===== config.mk =====
export PLATFORM = sky130hd
export DESIGN_NAME = cpu_io_bridge
export DESIGN_NICKNAME = d
export VERILOG_FILES = /design/src/rtl/cpu_io_bridge.sv
export SDC_FILE = /design/constraint.sdc
export NUM_CORES = 1
export LEC_CHECK = 0
export BUFFER_PORTS_ARGS = -buffer_cell sky130_fd_sc_hd__buf_2
export CORE_MARGIN = 8
export CORE_UTILIZATION = 55
export CTS_BUF_LIST = sky130_fd_sc_hd__clkbuf_4 sky130_fd_sc_hd__clkbuf_8 sky130_fd_sc_hd__clkbuf_16
export DETAILED_ROUTE_END_ITERATION = 10
export GPL_TIMING_DRIVEN = 1
export HOLD_SLACK_MARGIN = 0.08
export PLACE_DENSITY = 0.68
export SETUP_SLACK_MARGIN = 0.5
export SYNTH_ARGS = -nofsm -noshare
export SYNTH_HDL_FRONTEND = slang
export SYNTH_SLANG_ARGS = --single-unit

===== constraint.sdc =====
create_clock -name clk -period 3.99 [get_ports clk]
set_input_delay 1.197 -clock clk [delete_from_list [all_inputs] [get_ports clk]]
set_output_delay 1.197 -clock clk [all_outputs]
set_load 0.03 [all_outputs]

===== src/rtl/cpu_io_bridge.sv =====
// rtl/cpu_io_bridge.sv - far end of the core byte-stream IO: UART RX/TX FIFOs and status vector
// RX FIFO is first-word-fall-through; TX FIFO drains through a start/busy handshake FSM.
module cpu_io_bridge #(
   parameter int RX_AW = 4,
   parameter int TX_AW = 4
) (
   input  logic       clk,
   input  logic       rstn,
   output logic [7:0] io_in_data,
   output logic       io_in_vld,
   input  logic       io_in_rdy,
   input  logic [7:0] io_out_data,
   input  logic       io_out_vld,
   output logic       io_out_rdy,
   output logic [4:0] io_err,
   input  logic       err_clr,
   input  logic [7:0] rx_data,
   input  logic       rx_valid,
   input  logic       rx_ferr,
   output logic [7:0] tx_data,
   output logic       tx_start,
   input  logic       tx_busy
);
   localparam logic [RX_AW:0] RX_DEPTH = (RX_AW + 1)'(1 << RX_AW);
   localparam logic [TX_AW:0] TX_DEPTH = (TX_AW + 1)'(1 << TX_AW);

   typedef enum logic [1:0] {T_IDLE, T_ACK, T_DRAIN} tx_state_t;

   logic [7:0]       rx_mem [1 << RX_AW];
   logic [RX_AW-1:0] rx_wp, rx_rp;
   logic [RX_AW:0]   rx_cnt;
   logic [7:0]       rx_last;
   logic             err_ovf, err_ferr;
   logic             rx_full, rx_pop, rx_push, rx_ovf;

   logic [7:0]       tx_mem [1 << TX_AW];
   logic [TX_AW-1:0] tx_wp, tx_rp;
   logic [TX_AW:0]   tx_cnt;
   tx_state_t        tx_state;
   logic             tx_full, tx_push, tx_pop;

   assign rx_full    = (rx_cnt == RX_DEPTH);
   assign io_in_vld  = (rx_cnt != '0);
   assign rx_pop     = io_in_vld & io_in_rdy;
   assign rx_push    = rx_valid & (~rx_full | rx_pop);
   assign rx_ovf     = rx_valid & rx_full & ~rx_pop;
   // Hold the last delivered byte while empty so the core never sees stale RAM.
   assign io_in_data = io_in_vld ? rx_mem[rx_rp] : rx_last;

   always_ff @(posedge clk) begin
      if (rx_push)
         rx_mem[rx_wp] <= rx_data;
   end

   always_ff @(posedge clk) begin
      if (!rstn) begin
         rx_wp    <= '0;
         rx_rp    <= '0;
         rx_cnt   <= '0;
         rx_last  <= '0;
         err_ovf  <= 1'b0;
         err_ferr <= 1'b0;
      end else begin
         if (rx_push)
            rx_wp <= rx_wp + 1'b1;
         if (rx_pop) begin
            rx_rp   <= rx_rp + 1'b1;
            rx_last <= rx_mem[rx_rp];
         end
         rx_cnt   <= rx_cnt + {{RX_AW{1'b0}}, rx_push} - {{RX_AW{1'b0}}, rx_pop};
         err_ovf  <= rx_ovf | (err_ovf & ~err_clr);
         err_ferr <= rx_ferr | (err_ferr & ~err_clr);
      end
   end

   assign tx_full    = (tx_cnt == TX_DEPTH);
   assign io_out_rdy = ~tx_full;
   assign tx_push    = io_out_vld & io_out_rdy;
   assign tx_pop     = (tx_state == T_IDLE) & (tx_cnt != '0) & ~tx_busy;

   always_ff @(posedge clk) begin
      if (tx_push)
         tx_mem[tx_wp] <= io_out_data;
   end

   always_ff @(posedge clk) begin
      if (!rstn) begin
         tx_state <= T_IDLE;
         tx_start <= 1'b0;
         tx_data  <= '0;
         tx_wp    <= '0;
         tx_rp    <= '0;
         tx_cnt   <= '0;
      end else begin
         tx_start <= 1'b0;
         if (tx_push)
            tx_wp <= tx_wp + 1'b1;
         if (tx_pop)
            tx_rp <= tx_rp + 1'b1;
         tx_cnt <= tx_cnt + {{TX_AW{1'b0}}, tx_push} - {{TX_AW{1'b0}}, tx_pop};
         case (tx_state)
            T_IDLE: begin
               if (tx_pop) begin
                  tx_data  <= tx_mem[tx_rp];
                  tx_start <= 1'b1;
                  tx_state <= T_ACK;
               end
            end
            T_ACK: begin
               if (tx_busy)
                  tx_state <= T_DRAIN;
            end
            T_DRAIN: begin
               if (!tx_busy)
                  tx_state <= T_IDLE;
            end
            default: tx_state <= T_IDLE;
         endcase
      end
   end

   assign io_err = {(tx_cnt == '0) & (tx_state == T_IDLE) & ~tx_busy,
                    io_in_vld, tx_full, err_ferr, err_ovf};

endmodule


==> impl_results.md <==
- Cell leakage power: about 5.0 nW
- Clock share of power: 32.9%
- Int Pwr: roughly 6.4 mW
- Pre-CTS setup slack: roughly 550 ps
- Worst-path clk slew: 60 ps
- Cell variety after synth: 48
- Fin nets: 876
- Post-synth top flop: edfxtp_1
- Diode count: 0
- Period utilization: about nine tenths
- Synth cell count leaders: edfxtp_1 (256), dfxtp_1 (51), nor2_1 (46)
- Setup Skew: 16.8 ps
- Routability Congestion: 0.784
- Placed cells: 1004
- Peak supply drop: 0.000448 V
- Combinational share of power: 24.1%
- EDFF count, synth: 256
- Net Switching: 2.54 mW
- GRT overflow: 0
- Drt pass-1 iters: 5
- Per-cell routed wire length: 24.3 um
- Final setup TNS: 0 ps
- Dpl cell area: 12900 um^2
- Antenna violations before repair: 0
- DP HPWL: between 15 and 20 mm
- Synth Warn #: 0
- I/O pin count: 48
- H-tree depth: 1
- Area Growth Syn to Fin: 19.2%
- Die height: 166 um
- Routed via count: 6880
- Final Setup Violations: 0
- Die X: 166 um
- Slew HR: 20.7%
- Synth Net Count: 739
- Switching share of power: roughly 28%
- Synth Cell Area: between 10000 and 15000 um^2
- PortBufs: 47
- CP max stage delay: between 500 and 600 ps
- First-pass GRT wire length: between 40 and 50 mm
- Largest cells by area after synthesis: edfxtp_1 (62%), dfxtp_1 (8.2%), mux4_1 (6.6%)
- CTS tree: yes
- Type of the tightest min-delay check: flop to flop
- CP Cell Sequence: buf_6 -> buf_16 -> mux4_2 -> mux2i_1 -> mux2_4 -> o21ai_2 -> buf_6
- Most numerous cell in the Yosys netlist: edfxtp_1
- Full die area: 27600 um^2
- Root buf cell: clkbuf_16
- Worst slew pin tran: 1190 ps
- Syn avg cell area: 18.0 um^2
- Top cell type by total area after synthesis: edfxtp_1
- Row count: 55
- Final hold vios: 0
- CORE AREA: between 20000 and 25000 um^2
- Post-synth ARST share: 0%
- Sequential area share after synthesis: 70.1%
- Power density cells: 607 nW/um^2
- Finished Layout Cells: about 1100
- Worst Path Max Fanout: 8
- Detailed-route DRC error count: 0
- Vias in the first global route: 7141
- Slew Viols, Final: 0
- Sequential power share: 43.0%
- Highest Clock Rate: 277 MHz
- Crit-path slowest cell: mux4_2
- Synth top area share: 61.9%
- Final WS setup: 384 ps
- Via-to-Cell Ratio: 6.05
- Max-capacitance violation count: 0
- Clock Latency Late Sink: 550 ps
- Crit path capture type: primary output
- Clock sink count: 307
- RSZ-0062 raised after global routing: yes
- Iteration-0 DRC Markers: 689
- Min Clock Period, post-route: 3610 ps
- Type of origin of the critical path: flop
- Starting Density: 55.3%
- CP dominant cell by count: buf_6
- Worst Setup Path Type: flop to primary output
- Num CTS Buffers: 31
- Max clock buf depth: 3
- Syn Inst Count: 691
- Antenna viol nets, final: 0
- #FFs+latches synth: 307
- Final wirelength: 27.6 mm
- Total GRT Usage: 19.6%
- Crit path DAT: 2410 ps
- Outcome: finished, final reports clean
- Worst endpoint required time: 2790 ps
- Final Instance Area: 14800 um^2
- Largest net degree at the start of global routing: 35
- Layout cells sized above 1: 35.2%
==> cell type report <==
type	instances	area [um^2]
Sequential cell	307	8710
Fill cell	1479	7630
Multi-Input combinational cell	321	3490
Timing Repair Buffer	143	1110
Clock buffer	33	791
Tap cell	285	357
Clock inverter	24	253
Inverter	24	92.6
==> critical path: cells and delay by family (launching register included) <==
family | cells | cell delay [ps]
flops | 1 | 390
mux | 3 | 960
compound gates | 1 | 80
buf+inv | 3 | 440
==> what timing repair did <==
action,in CTS,in global routing
gates cloned,3,0
setup endpoints to repair,8,8
resized for setup,86,13
buffers inserted,69,4
pin swaps,2,2
hold buffers,0,0
==> per-stage QoR <==
step           total power [mW]  hold WS (ps)  utilization, %
2_1_floorplan              5.02           452               -
3_3_place_gp               5.39           459            57.7
3_5_place_dp               5.47           469            57.7
4_1_cts                    8.86           481            65.5
5_1_grt                    9.32           532            66.0
6_report                   8.98           483            66.0
==> power groups by stage <==
| stage | combinational, mW | clock, mW | sequential (mW) |
|---|---|---|---|
| 3_5_place_dp | 1.56 | 0 | 3.91 |
| 6_report | 2.17 | 2.95 | 3.86 |
| 4_1_cts | 2.03 | 2.98 | 3.85 |
| 5_1_grt | 2.32 | 3.12 | 3.88 |
| 2_1_floorplan | 1.13 | 0 | 3.89 |
| 3_3_place_gp | 1.49 | 0 | 3.90 |
==> cells by family (layout without fill, tap and decap cells) <==
group	count (synthesis)	after routing	share of synthesized area, %
buffers and inverters	63	224	2.66
XOR/XNOR	18	18	1.27
adder cells (fa/ha/maj)	24	24	2.54
AO/OA/AOI/OAI	44	44	2.38
multiplexers	104	104	15.9
AND/OR/NAND/NOR	131	131	5.17
flip-flops	307	307	70.1
==> metal layers <==
metal,routed length (um),up-vias,global-route usage (%)
met5,0,-,0
met4,707,0,5.84
met3,1970,67,4.02
met2,13500,303,32.0
met1,11500,3541,26.3
li1,-,2969,-
==> registers in the layout, summed over array words and instances, names as in the netlist, named ones only <==
signal,flops
rx_mem,128
tx_mem,128
rx_last,8
tx_data,8
rx_cnt,5
tx_cnt,5
rx_rp,4
rx_wp,4
tx_rp,4
tx_wp,4
tx_state,2
err_ferr,1
err_ovf,1
tx_start,1
==> final timing paths <==
path | from | end | slack (ps) | cells after the start
hold / removal | err_ferr$_SDFF_PN0_ | err_ferr$_SDFF_PN0_ | 480 | 2
setup reg to reg | rx_cnt[2]$_SDFF_PN0_ | rx_cnt[4]$_SDFF_PN0_ | 800 | 16
hold reg to reg | err_ferr$_SDFF_PN0_ | err_ferr$_SDFF_PN0_ | 480 | 2
setup / recovery | flop | io_in_data[6] | 380 | 7
==> cell usage in the layout (no fill, tap or decap), types with 5 or more instances in the layout <==
cell type,instances
a21oi_1,11
buf_2,39
buf_4,87
buf_6,12
bufinv_16,5
clkbuf_16,31
clkinv_1,6
clkinv_2,7
dfxtp_1,48
edfxtp_1,256
ha_1,22
inv_1,22
mux2_4,8
mux2i_1,18
mux2i_4,12
mux4_2,64
nand2_1,24
nand2b_1,6
nand3_1,24
nor2_1,46
nor3_1,9
o21ai_2,7
o221ai_1,16
xnor2_1,10
xor2_1,8
Power figures use the tool's default switching activity.
